===== src/rtl/alu_seq_pkg.sv =====
// Shared types and ALU function-code constants for the operand sequencer.
package alu_seq_pkg;

    typedef enum logic [2:0] {S_GET_A, S_GET_B, S_GET_F, S_ISSUE, S_DONE} state_t;

    localparam logic [3:0] F_ADD  = 4'b0000;
    localparam logic [3:0] F_ADDU = 4'b0001;
    localparam logic [3:0] F_SUB  = 4'b0010;
    localparam logic [3:0] F_SUBU = 4'b0011;
    localparam logic [3:0] F_AND  = 4'b0100;
    localparam logic [3:0] F_OR   = 4'b0101;
    localparam logic [3:0] F_XOR  = 4'b0110;
    localparam logic [3:0] F_NOR  = 4'b0111;
    localparam logic [3:0] F_SLT  = 4'b1010;
    localparam logic [3:0] F_SLTU = 4'b1011;

    // LED stage code: issue and done share the top code
    function automatic logic [1:0] stage_code(input state_t s);
        case (s)
            S_GET_A: return 2'd0;
            S_GET_B: return 2'd1;
            S_GET_F: return 2'd2;
            default: return 2'd3;
        endcase
    endfunction

endpackage


===== src/rtl/alu_operand_sequencer_key_debounce.sv =====
// Pushbutton conditioning: 2-flop synchroniser, counting debouncer, press-edge pulse.
module key_debounce #(
    parameter int DB_W = 16
) (
    input  logic clk,
    input  logic rst_n,
    input  logic key_n,
    output logic pressed
);

    logic            sync1, sync2, db, db_d;
    logic [DB_W-1:0] cnt;

    // All key levels are active-low, so reset parks everything at "released" (1)
    always_ff @(posedge clk) begin
        if (!rst_n) begin
            sync1 <= 1'b1;
            sync2 <= 1'b1;
            db    <= 1'b1;
            db_d  <= 1'b1;
            cnt   <= '0;
        end else begin
            sync1 <= key_n;
            sync2 <= sync1;
            db_d  <= db;
            if (sync2 != db) begin
                if (cnt == {DB_W{1'b1}}) begin
                    db  <= sync2;
                    cnt <= '0;
                end else begin
                    cnt <= cnt + DB_W'(1);
                end
            end else begin
                cnt <= '0;
            end
        end
    end

    assign pressed = db_d & ~db;

endmodule


===== src/rtl/alu_operand_sequencer.sv =====
// Key-driven A -> B -> F load sequencer feeding an external ALU and registering its result.
module alu_operand_sequencer
    import alu_seq_pkg::*;
#(
    parameter int N     = 3,
    parameter int DB_W  = 16,
    parameter int CNT_W = 8
) (
    input  logic             clk,
    input  logic             rst_n,
    input  logic             key_n,
    input  logic             clear,
    input  logic [N-1:0]     data_in,
    input  logic [3:0]       func_in,
    output logic [N-1:0]     alu_a,
    output logic [N-1:0]     alu_b,
    output logic [3:0]       alu_f,
    input  logic [N-1:0]     alu_y,
    input  logic             alu_cout,
    input  logic             alu_ov,
    output logic [N-1:0]     res_y,
    output logic             res_c,
    output logic             res_ov,
    output logic             res_valid,
    output logic [1:0]       stage,
    output logic [CNT_W-1:0] op_count
);

    state_t state, state_nxt;
    logic   load;

    key_debounce #(.DB_W(DB_W)) u_db (
        .clk     (clk),
        .rst_n   (rst_n),
        .key_n   (key_n),
        .pressed (load)
    );

    always_ff @(posedge clk) begin
        if (!rst_n) state <= S_GET_A;
        else        state <= state_nxt;
    end

    always_comb begin
        state_nxt = state;
        if (clear) begin
            state_nxt = S_GET_A;
        end else begin
            case (state)
                S_GET_A, S_DONE: if (load) state_nxt = S_GET_B;
                S_GET_B:         if (load) state_nxt = S_GET_F;
                S_GET_F:         if (load) state_nxt = S_ISSUE;
                S_ISSUE:         state_nxt = S_DONE;
                default:         state_nxt = S_GET_A;
            endcase
        end
    end

    // clear only drops res_valid; captured operands and results stay visible
    always_ff @(posedge clk) begin
        if (!rst_n) begin
            alu_a     <= '0;
            alu_b     <= '0;
            alu_f     <= '0;
            res_y     <= '0;
            res_c     <= 1'b0;
            res_ov    <= 1'b0;
            res_valid <= 1'b0;
            op_count  <= '0;
        end else if (clear) begin
            res_valid <= 1'b0;
        end else begin
            case (state)
                S_GET_A, S_DONE: if (load) begin
                    alu_a     <= data_in;
                    res_valid <= 1'b0;
                end
                S_GET_B: if (load) alu_b <= data_in;
                S_GET_F: if (load) alu_f <= func_in;
                S_ISSUE: begin
                    res_y     <= alu_y;
                    res_c     <= alu_cout;
                    res_ov    <= alu_ov;
                    res_valid <= 1'b1;
                    op_count  <= op_count + CNT_W'(1);
                end
                default: ;
            endcase
        end
    end

    assign stage = stage_code(state);

endmodule


===== config.mk =====
export PLATFORM = sky130hd
export DESIGN_NAME = alu_operand_sequencer
export DESIGN_NICKNAME = d
export VERILOG_FILES = /design/src/rtl/alu_seq_pkg.sv /design/src/rtl/alu_operand_sequencer_key_debounce.sv /design/src/rtl/alu_operand_sequencer.sv
export SDC_FILE = /design/constraint.sdc
export NUM_CORES = 1
export LEC_CHECK = 0
export BUFFER_PORTS_ARGS = -buffer_cell sky130_fd_sc_hd__buf_2
export CAP_MARGIN = 10
export CORE_AREA = 10 10 100 102
export CTS_BUF_LIST = sky130_fd_sc_hd__clkbuf_2
export DETAILED_ROUTE_END_ITERATION = 7
export DIE_AREA = 0 0 110 112
export PLACE_DENSITY = 0.44
export SLEW_MARGIN = 20
export SYNTH_ARGS = -nofsm -noshare
export SYNTH_HDL_FRONTEND = slang
export SYNTH_SLANG_ARGS = --single-unit

===== constraint.sdc =====
create_clock -name clk -period 1.95 [get_ports clk]
set_input_delay 0.0975 -clock clk [delete_from_list [all_inputs] [get_ports clk]]
set_output_delay 0.0975 -clock clk [all_outputs]
set_load 0.1 [all_outputs]

== Yosys cells after proc, flatten, opt, wreduce, memory -nomap -nowiden ==
Index checks and enable logic that the tools add are counted.

* Word-level logic and storage cells: 49
* Register bits: 47

* Equality and inequality tests: 9
* Muxes and demuxes: 7
* Add/sub/neg operators: 2
* Reductions and logical operators: 12
* Bitwise operators: 5

{| class="wikitable"
|+ Operators with widths
! cell !! count
|-
| $add A16 B1 Y16 const B || 1
|-
| $eq A16 B16 Y1 const B || 1
|-
| $pmux W3 S4 || 1
|-
| $reduce_and A3 Y1 || 4
|-
| $mux W3 || 3
|-
| $add A8 B1 Y8 const B || 1
|-
| $eq A3 B2 Y1 const B || 2
|-
| $ne A2 B2 Y1 const B || 3
|-
| $pmux W2 S3 || 1
|-
| $reduce_and A2 Y1 || 3
|-
| $not A1 Y1 || 4
|-
| $reduce_or A2 Y1 || 2
|-
| $eq A3 B1 Y1 const B || 1
|-
| $eq A3 B3 Y1 const B || 1
|-
| $logic_not A3 Y1 || 1
|-
| $reduce_or A3 Y1 || 1
|-
| $pmux W1 S2 || 1
|-
| $reduce_bool A2 Y1 || 1
|-
| $and A1 B1 Y1 || 1
|-
| $mux W1 || 1
|-
| $ne A1 B1 Y1 || 1
|}

== Logic depth before layout (Yosys ltp) ==
* Depth after elaboration: 4
* Depth in mapped cells: 6
* Depth with buffers taken out: 5

== Cells and area by module ==
A second synthesis with hierarchy kept.

* Cells, all modules: 225
* Area, all modules: 2029.4 µm²

{| class="wikitable"
|+ Modules (own cells, without submodules)
! module !! instances !! cells an instance !! area an instance (µm²)
|-
| alu_operand_sequencer || 1 || 135 || 1169.9
|-
| key_debounce || 1 || 90 || 859.6
|}

== Least setup slack after synthesis ==
OpenSTA, ideal clock, no wires.

* Path type: register -> register
* Start: register state[2]
* End: register alu_f[0]
* Data required time: 1.830 ns
* Path slack: -0.037 ns
* Data arrival time: 1.867 ns
* Buffers on the path: 1
* Stages on the path, launching flop included: 6
* Cell sequence: dfxtp_1 -> or2_1 -> or4_4 -> buf_6 -> mux2i_1 -> nor2b_1

* Cells in the longest elaborated chain, start to end: 2

{| class="wikitable"
|+ RTL lines
! item !! line !! text
|-
| start: declaration || alu_operand_sequencer.sv:29 || <nowiki>state_t state, state_nxt;</nowiki>
|-
| start signal: assignment || alu_operand_sequencer.sv:41 || <nowiki>else state <= state_nxt;</nowiki>
|-
| $eq A3 B2 Y1 || alu_operand_sequencer.sv:73 || <nowiki>case (state)</nowiki>
|-
| $reduce_and A3 Y1 (no line) || - ||
|-
| end signal: assignment || alu_operand_sequencer.sv:79 || <nowiki>S_GET_F: if (load) alu_f <= func_in;</nowiki>
|-
| end: declaration || alu_operand_sequencer.sv:17 || <nowiki>output logic [3:0] alu_f,</nowiki>
|}

No other way between the ends.
A chain may end at the register's enable or synchronous reset.

== Worst setup path after layout ==
* Start: register state[1]
* End: output stage[1]

* Cells in the longest elaborated chain, start to end: 2
* Elaborated cells between the ends (all ways): 4
* Those cells by class: eq/ne (2); mux (1); reduce/logical (1)

{| class="wikitable"
|+ RTL lines
! item !! line !! text
|-
| $eq A3 B2 Y1, or another cell as far along || alu_seq_pkg.sv:19 || <nowiki>case (s)</nowiki>
|-
| $pmux W2 S3 (*) || alu_seq_pkg.sv:19 ||
|-
| end: declaration || alu_operand_sequencer.sv:25 || <nowiki>output logic [1:0] stage,</nowiki>
|}

Every way passes the cells marked *; elsewhere a longest branch is shown, timed or not.

==> results.tsv <==
stage	metric	value	unit
route	num_vias	1533	
cts	cts_repair_resize_count	0	
global_route	grt.total_usage	7.28	%
route	vias_per_cell	4.12	
route	drc	0	
global_route	grt_overflow	0	
timing	fin_crit	1.57	ns
critical_path	startpoint_type	register	
power_and_ir_drop	finalPower	1.42	mW
place	placed_area	2300	µm²
place	dp_slack	0.394	ns
timing	max_freq	635	MHz
synth	async_reset_ff_share	0	%
layout	nets	284	
synth	seq_area_frac_synth	47.8	%
global_route	grt_pass1_vias	1501	
power_and_ir_drop	p_per_area	572	nW/µm²
route	ant_nets	0	
timing	tightest_slew	0.500	ns
synth	synth.avg_cell_area	9.56	µm²
route	drt-initial-drc-count	68	
power_and_ir_drop	p_seq_share	68.2	%
power_and_ir_drop	p_leak	0.979	nW
power_and_ir_drop	p_int	1.09	mW
synth	synth_fa_ha_area_share	1.27	%
die	die-area	12300	µm²
synth	synth_edf_count	0	
run_status	outcome	finished, final reports clean	
critical_path	cp.required	1.85	ns
layout	diodes	0	
route	wl	4310	µm
timing	finalHoldViolations	0	
cts	cts_buffers	5	
layout	drive_gt1_share	22.8	%
place	place_inst	350	
cts	clk_pin_slew	0.22	ns
synth	yosys.cell_types.count	38	
cts	htreeDepth	2	
hold_path	holdPathStages	3	
synth	syn_inst	206	
place	io_buffers	41	
cts	cts_setup_buffers	0	
synth	ys.flop_type	dfxtp_1	
power_and_ir_drop	p_comb_share	4.3	%
layout	layout_commonest_cell	dfxtp_1	
timing	finalCritPeriodShare	80.7	%
die	initial_core_util	24.5	%
global_route	grt_first_pass_wirelength	7290	µm
die	ios	42	
layout	layout_common_cells	47 x dfxtp_1, 41 x buf_2, 21 x nor2_1	
power_and_ir_drop	power_switching	327	µW
layout	syn_to_final_growth	25.9	%
layout	fin_area	2480	µm²
place	routabilityCongestion	0.675	
cts	cts_sinks	47	
critical_path	worstPathArrival	1.48	ns
cts	cts_root_buffer	clkbuf_2	
timing	finalSetupTns	0	ns
die	die_w	110	µm
power_and_ir_drop	vdd_drop_max	0.000160	V
timing	skew	0.0155	ns
global_route	grt_max_degree	29	
cts	clkLatencyLatePin	0.41	ns
route	wire_per_inst	11.6	µm
route	first_pass_iters	4	
layout	final_core_util	30.8	%
critical_path	ff2ff_path_depth	4	
die	fp-row-count	33	
global_route	antenna_found_initial	0	
synth	synth_mux_area_share	7.18	%
hold_path	hp-class	in -> reg	
place	dp_hpwl	3160	µm
synth	synth-compound-area-share	3.81	%
cts	clock_path_buffers	2	
critical_path	critPathKind	reg -> out	
timing	setup_viol	0	
timing	max_slew_margin	66.9	%
synth	netlist_area	1970	µm²
critical_path	crit_path_end_kind	primary output	
timing	fin_ws	0.376	ns
layout	layoutNonFillerInstCount	372	
power_and_ir_drop	switching_share	23.1	%
synth	synthesis.nets	224	
die	die-height	112	µm
job	cap_violations	0	
cts	cts_tree	built	
timing	finalMaxSlewViolations	0	
synth	synth_top_family_by_area	simple AND/OR/NAND/NOR gates	
synth	yosys.area_share.simple	27.7	%
synth	synth_xor_area_share	9.34	%
power_and_ir_drop	p_clk_share	27.5	%
critical_path	crit_fanout	8	
synth	synth_seq_cells	47	
timing	rsz0062_at_grt	false	
timing	timing.hold.ws	0.0563	ns
die	core_area	8050	µm²
synth	yosys_warnings	0	
==> flip-flops by register name (all words and copies together) (netlist names), 3 cells and up <==
register and cells:
alu_b 3, state 3, op_count 8, res_y 3, alu_a 3, alu_f 4, u_db.cnt 16
==> worst max-delay path, stage by stage, from the launching register on <==
cell and delay, ns:
dfxtp_1 0.49, or2_2 0.16, buf_2 0.42
==> synthesized netlist by cell type (2+ instances only) <==
cell type / n / share of area [%]
or2_2: 2 / 0.64
mux2i_1: 13 / 6.6
and2_1: 8 / 2.5
nor4_1: 4 / 1.3
nand2b_1: 4 / 1.3
o21ai_0: 3 / 0.76
xor2_1: 4 / 1.8
or3_1: 2 / 0.64
nand4_1: 5 / 1.6
xnor2_1: 17 / 7.6
a21oi_1: 3 / 0.76
nand2_1: 11 / 2.1
ha_1: 2 / 1.3
nor2_1: 21 / 4.0
clkbuf_1: 3 / 0.57
a21boi_0: 3 / 1.1
nor2b_1: 13 / 4.1
nand3_1: 13 / 3.3
nor3_1: 5 / 1.3
dfxtp_1: 47 / 48
inv_1: 6 / 1.1
==> timing repair <==
| item | CTS | global route |
|---|---|---|
| setup endpoints to repair | 0 | 0 |
| hold endpoints to repair | 18 | 0 |
| hold buffers | 14 | 0 |
==> final timing paths <==
path | endpoint | from | slack (ns)
worst min-delay path | res_valid$_SDFFE_PP0P_ | clear | 0.06
worst min register to register | u_db.sync2$_SDFF_PN1_ | u_db.sync1$_SDFF_PN1_ | 0.44
worst max-delay path | stage[1] | state[1]$_SDFFE_PP0P_ | 0.38
worst max register to register | alu_f[3]$_SDFFE_PN0P_ | state[2]$_SDFFE_PP0P_ | 0.39
==> power by group through the flow <==
stage	clock network, mW	logic, mW	registers, mW
final	0.390	0.0603	0.967
after global routing	0.456	0.0668	0.969
after CTS	0.419	0.0614	0.967
after detailed placement	0	0.0394	0.985
after global placement	0	0.0403	0.985
after floorplan	0	0.0178	0.985
==> logic make-up (layout without fill, tap and decap cells) <==
| group | count (synthesis) | in the layout |
|---|---|---|
| AND/OR/NAND/NOR | 98 | 98 |
| flip-flops | 47 | 47 |
| XOR/XNOR | 21 | 21 |
| multiplexers | 14 | 14 |
| AO/OA/AOI/OAI | 12 | 12 |
| buffers and inverters | 12 | 73 |
| adder cells (fa/ha/maj) | 2 | 2 |
==> cell type report <==
class	count	area (µm²)
well taps	105	131
flip-flops and latches	47	941
inverters	6	22.5
fillers	850	5570
clock buffers	6	30.0
clock inverters	2	7.51
multi-input cells	147	971
repair buffers	59	375
==> metal layers <==
layer / global-route usage [%] / vias up / share of wire (%)
met3: 3.00 / 4 / 9.1
li1: - / 818 / -
met5: 0 / - / 0
met4: 2.86 / 0 / 1.2
met2: 10.5 / 38 / 40
met1: 9.31 / 673 / 50
Power figures use the tool's default switching activity.
